`src/rtl/overture_control.sv`:
```
// overture_control: fetch/decode/execute controller for the 8-bit Overture
// datapath. Fetches instruction bytes over a req/ack handshake, holds r0-r5,
// drives the external ALU and moves bytes through valid/ready in/out ports.
module overture_control #(
    parameter int unsigned UUID     = 0,
    parameter string       NAME     = "",
    parameter logic [7:0]  RESET_PC = 8'd0
) (
    input  logic       clk,
    input  logic       rst,
    input  logic       run,
    output logic       prog_req,
    output logic [7:0] prog_addr,
    input  logic       prog_ack,
    input  logic [7:0] prog_data,
    output logic [7:0] alu_instruction,
    output logic [7:0] alu_in1,
    output logic [7:0] alu_in2,
    input  logic [7:0] alu_result,
    input  logic [7:0] in_data,
    input  logic       in_valid,
    output logic       in_ready,
    output logic [7:0] out_data,
    output logic       out_valid,
    input  logic       out_ready,
    output logic [7:0] pc
);

    typedef enum logic [2:0] {
        S_IDLE,
        S_FETCH,
        S_EXEC,
        S_IN_WAIT,
        S_OUT_WAIT
    } state_e;

    // Identification parameters are carried for the instance only.
    logic unused_params;
    assign unused_params = (UUID == 0) && (NAME == "");

    state_e     state_q, state_d;
    logic [7:0] pc_q, pc_d;
    logic [7:0] ir_q, ir_d;
    logic [7:0] regs_q [6];
    logic [7:0] regs_d [6];
    logic       prog_req_q, prog_req_d;
    logic       in_ready_q, in_ready_d;
    logic       out_valid_q, out_valid_d;
    logic [7:0] out_data_q, out_data_d;
    logic [7:0] alu_instr_q, alu_instr_d;

    logic [2:0] src_idx;
    logic [2:0] dst_idx;
    logic [7:0] src_val;
    logic       cond_true;
    logic       done;
    logic       jump;

    assign src_idx = ir_q[5:3];
    assign dst_idx = ir_q[2:0];

    // Copy source operand; index 7 (and 6, which is the input port) reads zero.
    always_comb begin
        src_val = '0;
        if (src_idx < 3'd6) begin
            src_val = regs_q[src_idx];
        end
    end

    // Branch condition on signed r3 selected by ir[2:0].
    always_comb begin
        logic zero;
        logic neg;
        zero = (regs_q[3] == 8'h00);
        neg  = regs_q[3][7];
        cond_true = 1'b0;
        case (ir_q[2:0])
            3'd0:    cond_true = 1'b0;
            3'd1:    cond_true = zero;
            3'd2:    cond_true = neg;
            3'd3:    cond_true = neg | zero;
            3'd4:    cond_true = 1'b1;
            3'd5:    cond_true = ~zero;
            3'd6:    cond_true = ~neg;
            default: cond_true = ~neg & ~zero;
        endcase
    end

    // Next-state, datapath and registered-output computation.
    always_comb begin
        state_d    = state_q;
        pc_d       = pc_q;
        ir_d       = ir_q;
        regs_d     = regs_q;
        out_data_d = out_data_q;
        done       = 1'b0;
        jump       = 1'b0;

        case (state_q)
            S_IDLE: begin
                if (run) begin
                    state_d = S_FETCH;
                end
            end
            S_FETCH: begin
                if (prog_ack) begin
                    ir_d    = prog_data;
                    state_d = S_EXEC;
                end
            end
            S_EXEC: begin
                case (ir_q[7:6])
                    2'b00: begin
                        regs_d[0] = {2'b00, ir_q[5:0]};
                        done      = 1'b1;
                    end
                    2'b01: begin
                        regs_d[3] = alu_result;
                        done      = 1'b1;
                    end
                    2'b10: begin
                        if (src_idx == 3'd6) begin
                            state_d = S_IN_WAIT;
                        end else if (dst_idx == 3'd6) begin
                            out_data_d = src_val;
                            state_d    = S_OUT_WAIT;
                        end else begin
                            if (dst_idx < 3'd6) begin
                                regs_d[dst_idx] = src_val;
                            end
                            done = 1'b1;
                        end
                    end
                    default: begin
                        jump = cond_true;
                        done = 1'b1;
                    end
                endcase
            end
            S_IN_WAIT: begin
                if (in_valid) begin
                    if (dst_idx == 3'd6) begin
                        out_data_d = in_data;
                        state_d    = S_OUT_WAIT;
                    end else begin
                        if (dst_idx < 3'd6) begin
                            regs_d[dst_idx] = in_data;
                        end
                        done = 1'b1;
                    end
                end
            end
            S_OUT_WAIT: begin
                if (out_ready) begin
                    done = 1'b1;
                end
            end
            default: state_d = S_IDLE;
        endcase

        if (done) begin
            pc_d    = jump ? regs_q[0] : pc_q + 8'd1;
            state_d = run ? S_FETCH : S_IDLE;
        end

        // Outputs are registered, so they are derived from the state being entered.
        prog_req_d  = (state_d == S_FETCH);
        in_ready_d  = (state_d == S_IN_WAIT);
        out_valid_d = (state_d == S_OUT_WAIT);
        alu_instr_d = '0;
        if (state_d == S_EXEC && ir_d[7:6] == 2'b01) begin
            alu_instr_d = {5'b00000, ir_d[2:0]};
        end
    end

    // State and output registers with asynchronous active-low reset.
    always_ff @(posedge clk or negedge rst) begin
        if (!rst) begin
            state_q     <= S_IDLE;
            pc_q        <= RESET_PC;
            ir_q        <= '0;
            regs_q      <= '{default: '0};
            prog_req_q  <= 1'b0;
            in_ready_q  <= 1'b0;
            out_valid_q <= 1'b0;
            out_data_q  <= '0;
            alu_instr_q <= '0;
        end else begin
            state_q     <= state_d;
            pc_q        <= pc_d;
            ir_q        <= ir_d;
            regs_q      <= regs_d;
            prog_req_q  <= prog_req_d;
            in_ready_q  <= in_ready_d;
            out_valid_q <= out_valid_d;
            out_data_q  <= out_data_d;
            alu_instr_q <= alu_instr_d;
        end
    end

    assign prog_req        = prog_req_q;
    assign prog_addr       = pc_q;
    assign pc              = pc_q;
    assign alu_instruction = alu_instr_q;
    assign alu_in1         = regs_q[1];
    assign alu_in2         = regs_q[2];
    assign in_ready        = in_ready_q;
    assign out_valid       = out_valid_q;
    assign out_data        = out_data_q;

endmodule

```
`config.mk`:
```
export PLATFORM = sky130hd
export DESIGN_NAME = overture_control
export DESIGN_NICKNAME = d
export VERILOG_FILES = /design/src/rtl/overture_control.sv
export SDC_FILE = /design/constraint.sdc
export NUM_CORES = 1
export LEC_CHECK = 0
export ABC_AREA = 1
export CELL_PAD_IN_SITES_DETAIL_PLACEMENT = 1
export CELL_PAD_IN_SITES_GLOBAL_PLACEMENT = 1
export CORE_ASPECT_RATIO = 0.6
export CORE_MARGIN = 5
export CORE_UTILIZATION = 39
export DETAILED_ROUTE_END_ITERATION = 8
export PLACE_DENSITY = 0.91
export SLEW_MARGIN = 5
export SYNTH_ARGS = -nofsm -noshare
export SYNTH_HDL_FRONTEND = slang
export SYNTH_SLANG_ARGS = --single-unit
export TNS_END_PERCENT = 10
```
`constraint.sdc`:
```
create_clock -name clk -period 1.8 [get_ports clk]
set_input_delay 0.36 -clock clk [delete_from_list [all_inputs] [get_ports clk]]
set_output_delay 0.36 -clock clk [all_outputs]
set_load 0.005 [all_outputs]
```
---- Word level (Yosys, flattened, before mapping) ----
Index checks and enable logic that the tools add are counted.
word-level totals
  bits in registers ....................... 86
  output and inout bits ................... 51
  logic and storage cells ................. 119
  bits of input ports ..................... 30
cells by class
  $add $sub $neg .......................... 1
  bitwise gates (word level) .............. 6
  eq/ne operators ......................... 32
  reduce and logical (&&, ||, !) cells .... 13
  magnitude comparators ................... 5
  multiplexer cells ....................... 47
operator list
  operator               number
  $mux W48               6
  $bwmux W48             2
  $mux W8                12
  $pmux W48 S2           1
  $pmux W8 S2            3
  $mux W16               2
  $bmux W8 S3            1
  $demux W8 S3           1
  $mux W3                8
  $reduce_and A8 Y1      3
  $eq A3 B2 Y1 const B   6
  $eq A3 B3 Y1 const B   6
  $ne A2 B2 Y1 const B   9
  $pmux W3 S5            1
  $ne A3 B3 Y1 const B   4
  $eq A3 B1 Y1 const B   3
  $add A8 B1 Y8 const B  1
  $ge A4 B4 Y1 const B   2
  $logic_not A8 Y1       1
  $mux W1                8
  $not A3 Y4             2
  $pmux W1 S7            1
  $logic_not A3 Y1       2
  $lt A3 B3 Y1 const B   2
  14 further kinds       17

---- Longest topological paths before layout ----
  depth after elaboration ................. 11
  depth in mapped cells ................... 14
  mapped depth without buffers ............ 12

---- Worst setup path before layout ----
No wires, ideal clock.
  path type ............................... reg-to-reg
  from .................................... register ir_q[6]
  to ...................................... register regs_q[43] in the netlist's numbering
  arrival ................................. 1.543 ns
  cell stages (with the launch flop) ...... 15
  path slack .............................. 0.141 ns
  required time ........................... 1.683 ns
  clock period less this slack ............ 1.659 ns
  cells stage by stage .................... dfrtp_1 inv_1 ha_1 buf_2 inv_1 nor2_1 nand2_2 nand2_2 nor2_4 nand2_4 inv_2 buf_6 nand2_1 nor2_1 nor2_1
between the ends
  word-level cells in the longest chain between the ends .. 3
  elaborated cells between the ends (all ways) .. 9
  those cells by class .................... eq/ne (5); mux (2); reduce/logical (2)
RTL lines
  item                                                         RTL line  text
  start, declared                                              43        logic [7:0] ir_q, ir_d;
  start signal, assigned                                       191       ir_q <= ir_d;
  $eq A2 B2 Y1 or $logic_not A2 Y1 (tied branches)             112       case (ir_q[7:6])
  $ne A3 B3 Y1 (no line) or $pmux W8 S2 (tied branches)        --
  $reduce_and A8 Y1 (no line) or $pmux W48 S2 (tied branches)  --
  end signal, assigned                                         192       regs_q <= regs_d;
  end, declared                                                44        logic [7:0] regs_q [6];
Parallel ways exist; a longest one is shown, timed or not.
A chain may end at the register's enable or synchronous reset.

---- Worst setup path after layout ----
  from .................................... register ir_q[4]
  to ...................................... register regs_q[46] in the netlist's numbering
between the ends
  word-level cells in the longest chain between the ends .. 11
  elaborated cells between the ends (all ways) .. 15
  those cells by class .................... order compare (1); eq/ne (2); mux (10); bitwise (1); reduce/logical (1)
RTL lines
  item                                         RTL line  text
  $not A3 Y4 (implied by the code)             66        src_val = regs_q[src_idx];
  $bmux W8 S3                                  66
  $mux W8 (implied by the code) (2 in series)  66
  $mux W8                                      65        if (src_idx < 3'd6) begin
  $bwmux W48                                   129       regs_d[dst_idx] = src_val;
  $mux W48                                     128       if (dst_idx < 3'd6) begin
  $mux W48                                     124       end else if (dst_idx == 3'd6) begin
  $mux W48                                     122       if (src_idx == 3'd6) begin
  $pmux W8 S2                                  112
  $pmux W48 S2                                 99        case (state_q)
Parallel ways exist; a longest one is shown, timed or not. The select of a mux whose other input is x is not followed.

==> impl_metrics.tcl <==
set metrics [dict create \
    die_x_um 153 \
    netlist_top_cells_count "nand2_1, nor2_1, dfrtp_1" \
    synth_xor_area_share_pct 1.09 \
    yosys.area.top_type_share_pct 42.1 \
    routed-via-count 5128 \
    cp.required_ns 2.09 \
    cp-end-kind "flip-flop" \
    failed_checks "setup timing" \
    leakagePower_nw 2.93 \
    cp-start-kind "flip-flop" \
    synth_cell_types 40 \
    start_util_pct 39.9 \
    wirelength_um 19900 \
    first_pass_iters 5 \
    grt_pass1_vias 5061 \
    netlist_instances 628 \
    fin_util_pct 52.1 \
    drtIter0Drc 611 \
    cts_tree "done" \
    hold_path.class "input pin to asynchronous set/reset pin" \
    skew_ns 0.00674 \
    setup_viol 17 \
    vias_per_cell 5.76 \
    grt_max_degree 52 \
    cts.sinks 81 \
    synth.avg_cell_area_um2 7.66 \
    hpwl_um 13300 \
    r2r_cells 9 \
    yosysMostFrequentCell "nand2_1" \
    rrSetupSlack_ns -0.08 \
    cts_root_buf "clkbuf_16" \
    ys_seq_area_share_pct 42.1 \
    rsz0062_at_grt "yes" \
    antenna_found_initial 0 \
    ys.flop_type "dfrtp_1" \
    globalRouteOverflowTotal 0 \
    antenna_left 0 \
    grtUsageTotal_pct 24.1 \
    synth_edf_count 0 \
    core-area_um2 12100 \
    grt_first_pass_wirelength_um 27700 \
    port_buffers 75 \
    critical_path_arrival_ns 2.17 \
    layout-drive-gt1-share_pct 20.1 \
    gp_congestion 0.981 \
    synth_area_leaders "dfrtp_1, nand2_1, nor2_1" \
    multiInputGateArea_um2 2320 \
    hold_viol_final 0 \
    cts_made_buffers 9 \
    synth_top_family_by_area "simple AND/OR/NAND/NOR gates" \
    diodes 0 \
    areaGrowthSynthToFinish_pct 30.5 \
    layout.nets 754 \
    fp-row-count 31 \
    ys_warn_count 0 \
    reg2reg_to "regs_q[46]$_DFFE_PN0P_" \
    drc 0 \
    clk_latency_ns 0.35 \
    setup_slack_ns -0.0810 \
    ios 81 \
    max_cap_viol_count 0 \
    worst_pin_slew_ns 0.512 \
    r2r_start "ir_q[4]$_DFFE_PN0P_" \
    drt-wirelength-per-cell_um 22.4 \
    async_reset_ff_share_pct 100 \
    max-slew-margin-rel_pct 65.8 \
    layout_min_cycle_time_ns 1.88 \
    dp_slack_ns -0.133 \
    timing.fmax_ghz 0.532 \
    crit_type "flip-flop to flip-flop" \
    status "complete, but fails checks" \
    h-tree-depth 3 \
    max-vdd-ir-drop_uv 643 \
    finalMaxSlewViolations 0 \
    period_share_pct 104 \
    synth-adder-area-share_pct 1.04 \
    crit_fanout 18 \
    finalPower_mw 12.5 \
    muxShareOfSynthArea_pct 0 \
    register_area_um2 2030 \
    p_per_area_nw_per_um2 1980 \
    yosysTopAreaCell "dfrtp_1" \
    synth-compound-area-share_pct 13.5 \
    netlist_area_um2 4810 \
    chipHeight_um 96.1 \
    ys_ff_latch 81 \
    path_clk_slew_ns 0.06 \
    die_area_um2 14700 \
    clock_path_buffers 2 \
    synth-simple-area-share_pct 30.3 \
    nFillCells 1458 \
]
==> placed cells by master (no fill, tap or decap), drive strengths merged, types with 11 or more instances in the layout <==
cell type      synthesis  routed
a21oi                 25      25
buf                   48      52
clkbuf                 3      11
clkdlybuf4s50          0      74
dfrtp                 81      81
inv                   49      49
nand2                162     162
nand3                 49      49
nor2                 103     103
o21ai                 71      72
==> report_power, final <==
part / leakage [nW] / switching (mW) / total, mW / internal [mW]
sequential: 1.02 / 0.766 / 3.32 / 2.55
clock: 0.142 / 0.798 / 1.91 / 1.11
combinational: 1.77 / 4.55 / 7.23 / 2.67
total: 2.93 / 6.12 / 12.5 / 6.34
==> sequential cells by signal, summed over array words and instances, names as in the netlist <==
| name | cells |
|---|---|
| alu_in1 | 8 |
| regs_q | 32 |
| out_data | 8 |
| alu_in2 | 8 |
| ir_q | 8 |
| state_q | 3 |
| out_valid | 1 |
| prog_req | 1 |
| pc | 8 |
| alu_instruction | 3 |
| in_ready | 1 |
==> layer usage <==
layer | wire [µm] | track usage [%] | share of wire, % | vias up
met4 | 952 | 6.91 | 4.8 | 0
li1 | - | - | - | 2193
met5 | 0 | 0 | 0 | -
met1 | 8070 | 30.9 | 41 | 2532
met2 | 9210 | 40.9 | 46 | 309
met3 | 1660 | 6.33 | 8.4 | 94
==> worst max path at each step <==
stage | slack [ns] | from | to | cells past startpoint
floorplan | 0.14 | ir_q[6]$_DFF_PN0_ | regs_q[43]$_DFFE_PN0P_ | 14
global placement | -0.05 | in_valid | regs_q[10]$_DFFE_PN0P_ | 7
detailed placement | -0.13 | ir_q[6]$_DFF_PN0_ | regs_q[43]$_DFFE_PN0P_ | 11
CTS | -0.05 | state_q[2]$_DFF_PN0_ | regs_q[14]$_DFFE_PN0P_ | 9
global route | -0.15 | ir_q[3]$_DFFE_PN0P_ | regs_q[23]$_DFFE_PN0P_ | 9
finish | -0.08 | ir_q[4]$_DFFE_PN0P_ | regs_q[46]$_DFFE_PN0P_ | 9
==> logic make-up after synthesis <==
kind of cell,after synthesis
compound gates,111
xor+xnor,6
fa+ha+maj,4
buf+inv,102
flops,81
other cells,1
simple gates,323
==> timing repair <==
action                                 4_1_cts  5_1_grt
endpoints found under the hold margin        9        0
setup endpoints to repair                   39       68
hold buffers                                 1        0
pin swaps                                    1        5
buffers inserted                             0        5
cloned                                       0        1
resized for setup                            7       41
==> critical path, stage by stage, from the launching register on <==
cell and delay [ns]:
dfrtp_2 0.46, inv_4 0.14, buf_12 0.16, o21ai_0 0.10
o21ai_0 0.23, nand3_1 0.21, o21ai_2 0.16, buf_4 0.19
nand2_1 0.07, nand2_1 0.09
==> metrics by stage <==
step                instances  instance area (µm²)  setup TNS [ns]  hold WS (ns)
finish                    890                 6280          -0.359         0.384
global route              890                 6280           -2.35         0.408
CTS                       884                 6140          -0.408         0.392
detailed placement        867                 5800           -2.75         0.211
global placement          867                 5800          -0.734         0.209
floorplan                 632                 4830               0        0.0644
==> area by class of cell <==
| class | count | area share (%) |
|---|---|---|
| Multi-Input combinational cell | 450 | 37.0 |
| Sequential cell | 81 | 32.3 |
| Timing Repair Buffer | 127 | 19.2 |
| Clock buffer | 11 | 3.86 |
| Inverter | 51 | 3.41 |
| Tap cell | 165 | 3.29 |
| Clock inverter | 5 | 0.876 |
No activity file was read; power rests on OpenSTA's default activity.
